$ cat config.mk
export PLATFORM = sky130hd
export DESIGN_NAME = wb_spi
export DESIGN_NICKNAME = d
export VERILOG_FILES = /design/src/rtl/wb_spi_pkg.sv /design/src/rtl/wb_spi_xfer.sv /design/src/rtl/wb_spi.sv
export SDC_FILE = /design/constraint.sdc
export NUM_CORES = 1
export LEC_CHECK = 0
export ABC_AREA = 1
export ABC_CLOCK_PERIOD_IN_PS = 2900
export CAP_MARGIN = 30
export CORE_UTILIZATION = 30
export CTS_BUF_LIST = sky130_fd_sc_hd__clkbuf_8
export DETAILED_ROUTE_END_ITERATION = 7
export SLEW_MARGIN = 20
export SYNTH_ARGS = -nofsm -noshare
export SYNTH_HDL_FRONTEND = slang
export SYNTH_SLANG_ARGS = --single-unit
$ cat constraint.sdc
create_clock -name clk -period 2.9 [get_ports clk]
set_input_delay 0.725 -clock clk [delete_from_list [all_inputs] [get_ports clk]]
set_output_delay 0.725 -clock clk [all_outputs]
set_load 0.01 [all_outputs]
$ cat src/rtl/wb_spi_pkg.sv
// Shared definitions for the Wishbone SPI master: register offsets, bit indices, FSM states.
// Latency: n/a (definitions only).
// Backpressure: n/a.
package wb_spi_pkg;

  // Register offsets, decoded from wb_adr_i[3:2]
  localparam logic [1:0] SPI_RXTX   = 2'd0;
  localparam logic [1:0] SPI_STATUS = 2'd1;
  localparam logic [1:0] SPI_DIV    = 2'd2;
  localparam logic [1:0] SPI_CTRL   = 2'd3;

  // STATUS / CONTROL bit positions
  localparam int STAT_BUSY = 0;
  localparam int STAT_DONE = 1;
  localparam int CTRL_IEN  = 8;

  // Transfer engine states: LOW/HIGH are the two SCLK half-periods
  typedef enum logic [1:0] {
    XFER_IDLE = 2'd0,
    XFER_LOW  = 2'd1,
    XFER_HIGH = 2'd2
  } xfer_state_t;

endpackage

$ cat src/rtl/wb_spi_xfer.sv
// SPI mode-0 byte engine: divider, 8-bit MSB-first shift, one-cycle done pulse.
// Latency: 16*(div+1) clk from the start edge to the edge where busy falls.
// Backpressure: start is ignored while busy; the caller must gate it.
// Ports: start/tx_byte/div in; miso sampled on SCLK rise; busy, done_pulse,
//        rx_byte, sclk, mosi out.
module wb_spi_xfer
  import wb_spi_pkg::*;
(
  input  logic        clk,
  input  logic        rst_n,
  input  logic        start,
  input  logic [7:0]  tx_byte,
  input  logic [15:0] div,
  input  logic        miso,
  output logic        busy,
  output logic        done_pulse,
  output logic [7:0]  rx_byte,
  output logic        sclk,
  output logic        mosi
);

  xfer_state_t state_q, state_d;
  logic [15:0] div_active_q, div_active_d;
  logic [15:0] div_cnt_q, div_cnt_d;
  logic [2:0]  bit_cnt_q, bit_cnt_d;
  logic [7:0]  tx_q, tx_d;
  logic [7:0]  rx_q, rx_d;
  logic [7:0]  rx_byte_q, rx_byte_d;
  logic        sclk_q, sclk_d;
  logic        mosi_q, mosi_d;

  always_ff @(posedge clk or negedge rst_n) begin
    if (!rst_n) begin
      state_q      <= XFER_IDLE;
      div_active_q <= '0;
      div_cnt_q    <= '0;
      bit_cnt_q    <= '0;
      tx_q         <= '0;
      rx_q         <= '0;
      rx_byte_q    <= '0;
      sclk_q       <= 1'b0;
      mosi_q       <= 1'b0;
    end else begin
      state_q      <= state_d;
      div_active_q <= div_active_d;
      div_cnt_q    <= div_cnt_d;
      bit_cnt_q    <= bit_cnt_d;
      tx_q         <= tx_d;
      rx_q         <= rx_d;
      rx_byte_q    <= rx_byte_d;
      sclk_q       <= sclk_d;
      mosi_q       <= mosi_d;
    end
  end

  always_comb begin
    state_d      = state_q;
    div_active_d = div_active_q;
    div_cnt_d    = div_cnt_q;
    bit_cnt_d    = bit_cnt_q;
    tx_d         = tx_q;
    rx_d         = rx_q;
    rx_byte_d    = rx_byte_q;
    sclk_d       = sclk_q;
    mosi_d       = mosi_q;
    done_pulse   = 1'b0;
    case (state_q)
      XFER_IDLE: begin
        if (start) begin
          // Divider is snapshotted so DIVISOR writes mid-transfer only affect the next byte
          tx_d         = tx_byte;
          mosi_d       = tx_byte[7];
          div_active_d = div;
          div_cnt_d    = div;
          bit_cnt_d    = '0;
          state_d      = XFER_LOW;
        end
      end
      XFER_LOW: begin
        if (div_cnt_q == 16'd0) begin
          sclk_d    = 1'b1;
          rx_d      = {rx_q[6:0], miso};
          div_cnt_d = div_active_q;
          state_d   = XFER_HIGH;
        end else begin
          div_cnt_d = div_cnt_q - 16'd1;
        end
      end
      XFER_HIGH: begin
        if (div_cnt_q == 16'd0) begin
          sclk_d    = 1'b0;
          div_cnt_d = div_active_q;
          if (bit_cnt_q == 3'd7) begin
            rx_byte_d  = rx_q;
            done_pulse = 1'b1;
            state_d    = XFER_IDLE;
          end else begin
            bit_cnt_d = bit_cnt_q + 3'd1;
            tx_d      = {tx_q[6:0], 1'b0};
            mosi_d    = tx_q[6];
            state_d   = XFER_LOW;
          end
        end else begin
          div_cnt_d = div_cnt_q - 16'd1;
        end
      end
      default: state_d = XFER_IDLE;
    endcase
  end

  assign busy    = (state_q != XFER_IDLE);
  assign rx_byte = rx_byte_q;
  assign sclk    = sclk_q;
  assign mosi    = mosi_q;

endmodule

$ cat src/rtl/wb_spi.sv
// Wishbone slave SPI master: register decode, DONE/IEN, interrupt, chip selects.
// Latency: ack and read data one clk after stb&cyc; writes take effect on the ack edge.
// Backpressure: none on the bus (every access acked); RXTX writes while busy are dropped.
// Ports: clk, reset (async, active low), wb_* slave bus, intr, spi_sclk/mosi/miso/cs_n.
module wb_spi
  import wb_spi_pkg::*;
#(
  parameter logic [15:0] default_div = 16'd49,
  parameter int          cs_width    = 4
) (
  input  logic                clk,
  input  logic                reset,
  input  logic [31:0]         wb_adr_i,
  input  logic [31:0]         wb_dat_i,
  output logic [31:0]         wb_dat_o,
  input  logic                wb_stb_i,
  input  logic                wb_cyc_i,
  input  logic                wb_we_i,
  input  logic [3:0]          wb_sel_i,
  output logic                wb_ack_o,
  output logic                intr,
  output logic                spi_sclk,
  output logic                spi_mosi,
  input  logic                spi_miso,
  output logic [cs_width-1:0] spi_cs_n
);

  logic                ack_q;
  logic [31:0]         dat_q;
  logic [15:0]         div_q;
  logic                ien_q;
  logic [cs_width-1:0] cs_n_q;
  logic                done_q;
  logic                intr_q;

  logic        access, wr_en, rd_en, start, done_clr;
  logic        busy, done_pulse;
  logic [7:0]  rx_byte;
  logic [1:0]  reg_sel;
  logic [31:0] rd_data;
  logic        unused_ok;

  // ~ack_q makes a held strobe produce ack every other cycle
  assign access  = wb_stb_i & wb_cyc_i & ~ack_q;
  assign wr_en   = access & wb_we_i;
  assign rd_en   = access & ~wb_we_i;
  assign reg_sel = wb_adr_i[3:2];
  assign start   = wr_en & (reg_sel == SPI_RXTX) & ~busy;
  assign done_clr = (rd_en & (reg_sel == SPI_RXTX)) |
                    (wr_en & (reg_sel == SPI_STATUS) & wb_dat_i[STAT_DONE]);

  assign unused_ok = ^{wb_adr_i[31:4], wb_adr_i[1:0], wb_dat_i[31:16], wb_sel_i};

  always_comb begin
    rd_data = '0;
    case (reg_sel)
      SPI_RXTX:   rd_data[7:0] = rx_byte;
      SPI_STATUS: begin
        rd_data[STAT_DONE] = done_q;
        rd_data[STAT_BUSY] = busy;
      end
      SPI_DIV:    rd_data[15:0] = div_q;
      SPI_CTRL:   begin
        rd_data[cs_width-1:0] = cs_n_q;
        rd_data[CTRL_IEN]     = ien_q;
      end
      default:    rd_data = '0;
    endcase
  end

  always_ff @(posedge clk or negedge reset) begin
    if (!reset) begin
      ack_q  <= 1'b0;
      dat_q  <= '0;
      div_q  <= default_div;
      ien_q  <= 1'b0;
      cs_n_q <= '1;
      done_q <= 1'b0;
      intr_q <= 1'b0;
    end else begin
      ack_q <= access;
      dat_q <= rd_en ? rd_data : 32'd0;
      if (wr_en && (reg_sel == SPI_DIV)) div_q <= wb_dat_i[15:0];
      if (wr_en && (reg_sel == SPI_CTRL)) begin
        cs_n_q <= wb_dat_i[cs_width-1:0];
        ien_q  <= wb_dat_i[CTRL_IEN];
      end
      // start beats a clear; completion beats a clear on the same edge
      if (start)           done_q <= 1'b0;
      else if (done_pulse) done_q <= 1'b1;
      else if (done_clr)   done_q <= 1'b0;
      intr_q <= done_q & ien_q;
    end
  end

  wb_spi_xfer u_xfer (
    .clk        (clk),
    .rst_n      (reset),
    .start      (start),
    .tx_byte    (wb_dat_i[7:0]),
    .div        (div_q),
    .miso       (spi_miso),
    .busy       (busy),
    .done_pulse (done_pulse),
    .rx_byte    (rx_byte),
    .sclk       (spi_sclk),
    .mosi       (spi_mosi)
  );

  assign wb_ack_o = ack_q;
  assign wb_dat_o = dat_q;
  assign intr     = intr_q;
  assign spi_cs_n = cs_n_q;

endmodule
==> run metrics <==
endpoint class of the critical path=output port; GPL Wtd Cong=0.815; worst min-delay path class=input port to asynchronous set/reset pin; number of global-route vias before repair=3,872; drt pass-1 iters=4; Reg clk slew, reported paths=0.10 ns; launching point of the worst reg2reg path=u_xfer.div_cnt_q[0]$_DFFE_PN0P_; post-route ant nets=0; CTS Hold Bufs=0; minimum clock period=between 2 and 2.5 ns; Worst Max-Slew Pin Slew=0.677 ns; CTS tree=done; worst-path cell chain=clkdlybuf4s50_1; fin crit share=0.759; post-synth cell types=44; cells after synthesis=649; asr flop ratio synth=1.00; Horiz. Die Dim=136 µm; IO Port Bufs=47; share of the synthesized area in the top cell type=0.439; global-route wire length before repair=19,600 µm; die span in y=roughly 140 µm; crit start category=flip-flop; Final Max Tran Viols=0; # fillers=1,814; total CTS buffers=9; CP peak stage delay=0.56 ns; critical path class=flip-flop to output port; ant diodes=0; clock root buffer=clkbuf_8; row cnt=48; EDFF count, synth=0; die area=0.0186 mm²; final core utilization=0.357; register area share after synthesis=0.473; remaining global-route overflow=0; WP buf/inv=1; Initial Util=0.310; area leader, netlist=dfrtp_1; R2R depth=9; Top delay family on crit path=flip-flops; DRC viols=0; final WL=11,700 µm; Avg Cell Area, Syn=8.34 µm²; Req. time, crit path=about 2.2 ns; worst relative slew slack=0.548; DPL Wire Length=8460 µm; CTS sink count=between 100 and 150; TNS Setup=0 ns; Clock Tree Buf Depth=2; Critical-path top delay cell=dfstp_2; most common cell in the netlist=nand2_1; Max Fanout on Critical Path=3; R2R Setup Slk=a little over 0.8 ns; Global Route Usage Sum=0.135; via count=approximately 4,100; final hold violation count=0; cell area after layout=just over 0.006 mm²; Setup violations, final=0; dominant synthesized flop cell=dfrtp_1; layout cells sized above 1=0.147; antenna violations before repair=0; hold slack=0.366 ns; leakage=between 3 and 4 nW; commonest cells in the netlist=nand2_1, dfrtp_1, inv_1, nor2_1, o21ai_0; Core ar.=~0.017 mm²; synthesized area=between 0.005 and 0.006 mm²; outcome=complete, no violations; RSZ-0062 raised after global routing=false; Max Clk Rate=455 MHz; Pwr Density=733 mW/mm²; top post-synthesis cells by area=dfrtp_1, nand2_1, inv_1, nor2_1, dfstp_2; Worst EP arrival=about 1.5 ns; First DRT Iteration DRCs=~200; CTS resizes=0; YS warnings=0; vias per inst=4.40; Skew-Pair Late Insertion Delay=around 0.38 ns; post-CTS setup buffer count=0; Synth Register Bits=102; Setup Skew=between 0.015 and 0.02 ns; dpl cell area=0.00603 mm²; WL per Instance=~13 µm; worst vdd ir=about 330 µV; fin nets=~780; area added between synthesis and finish=15.1%; RR Endpoint=u_xfer.mosi$_DFFE_PN0P_; depth of the CTS H-tree=3; I/O pins=114; max cap viols=0; largest net degree at the start of global routing=55
registers in the layout, summed over array words and instances (netlist names):
name                 flops
done_q                   1
u_xfer.state_q           2
u_xfer.rx_q              8
u_xfer.mosi              1
u_xfer.div_cnt_q        16
spi_cs_n                 4
u_xfer.div_active_q     16
u_xfer.bit_cnt_q         3
intr                     1
u_xfer.sclk              1
div_q                   16
u_xfer.tx_q              7
ien_q                    1
wb_dat_o                16
u_xfer.rx_byte           8
wb_ack_o                 1
how the worst max path moves through the flow:
stage	startpoint	to	slack, ns	depth (start not counted)
floorplan	wb_stb_i	u_xfer.div_cnt_q[10]$_DFFE_PN0P_	1.23	8
CTS	spi_cs_n[3]$_DFFE_PN1P_	spi_cs_n[3]	0.67	1
detailed placement	wb_adr_i[3]	u_xfer.div_cnt_q[1]$_DFFE_PN0P_	0.47	8
global route	spi_cs_n[1]$_DFFE_PN1P_	spi_cs_n[1]	0.65	1
global placement	wb_adr_i[3]	u_xfer.div_cnt_q[5]$_DFFE_PN0P_	0.48	8
finish	spi_cs_n[3]$_DFFE_PN1P_	spi_cs_n[3]	0.70	1
logic make-up after synthesis:
family                     after synthesis  synth area share
AOI/OAI and AO/OA                      106             0.122
adders and majority gates                8            0.0185
buffers and inverters                  126             0.113
DFF                                    102             0.473
muxes                                    2           0.00370
other                                    1          0.000693
and+or+nand+nor                        304             0.269
metal layers:
metal | global-route usage | up-vias | wire length (µm)
li1 | - | 2098 | -
met1 | 0.190 | 1934 | 5830
met2 | 0.209 | 34 | 5450
met3 | 0.0201 | 8 | 225
met4 | 0.0519 | 0 | 150
met5 | 0 | - | 0
placed cells by master (no fill, tap or decap), types with 2 or more instances in the layout:
master           instances
nand2_1                140
dfrtp_1                 95
inv_1                   87
nor2_1                  86
clkdlybuf4s50_1         46
o21ai_0                 36
nand3_1                 27
a21oi_1                 22
o21ai_2                 17
conb_1                  16
o21ai_1                 14
nand3_2                 14
buf_4                   11
clkbuf_8                10
nand2_2                  8
ha_1                     8
dfstp_2                  7
nor2_2                   6
nand3b_1                 6
a21oi_2                  6
nand2_4                  5
a22oi_1                  4
inv_6                    3
inv_2                    2
o211ai_1                 2
nor2_8                   2
nor2_4                   2
nor3_1                   2
clkinv_2                 2
mux2i_1                  2
or2_2                    2
report_power, final:
group | leakage (nW) | switching, mW | internal [mW]
combinational | 1.64 | 0.977 | 0.593
sequential | 1.27 | 0.275 | 1.78
clock | 0.110 | 0.512 | 0.431
final cells by class:
cell class	instances	area, µm²	share of cell area
flip-flops and latches	102	2560	0.411
clock inverters	6	67.6	0.0108
multi-input cells	436	2300	0.369
repair buffers	57	543	0.0871
clock buffers	10	138	0.0221
well taps	225	282	0.0452
inverters	90	344	0.0552
metrics by stage:
step	setup slack (ns)	cells	power, mW
after CTS	0.672	926	4.63
after floorplan	1.23	664	3.30
after global routing	0.653	926	4.94
after detailed placement	0.469	910	3.66
after global placement	0.483	910	3.63
final	0.700	926	4.57
Power figures use the tool's default switching activity.
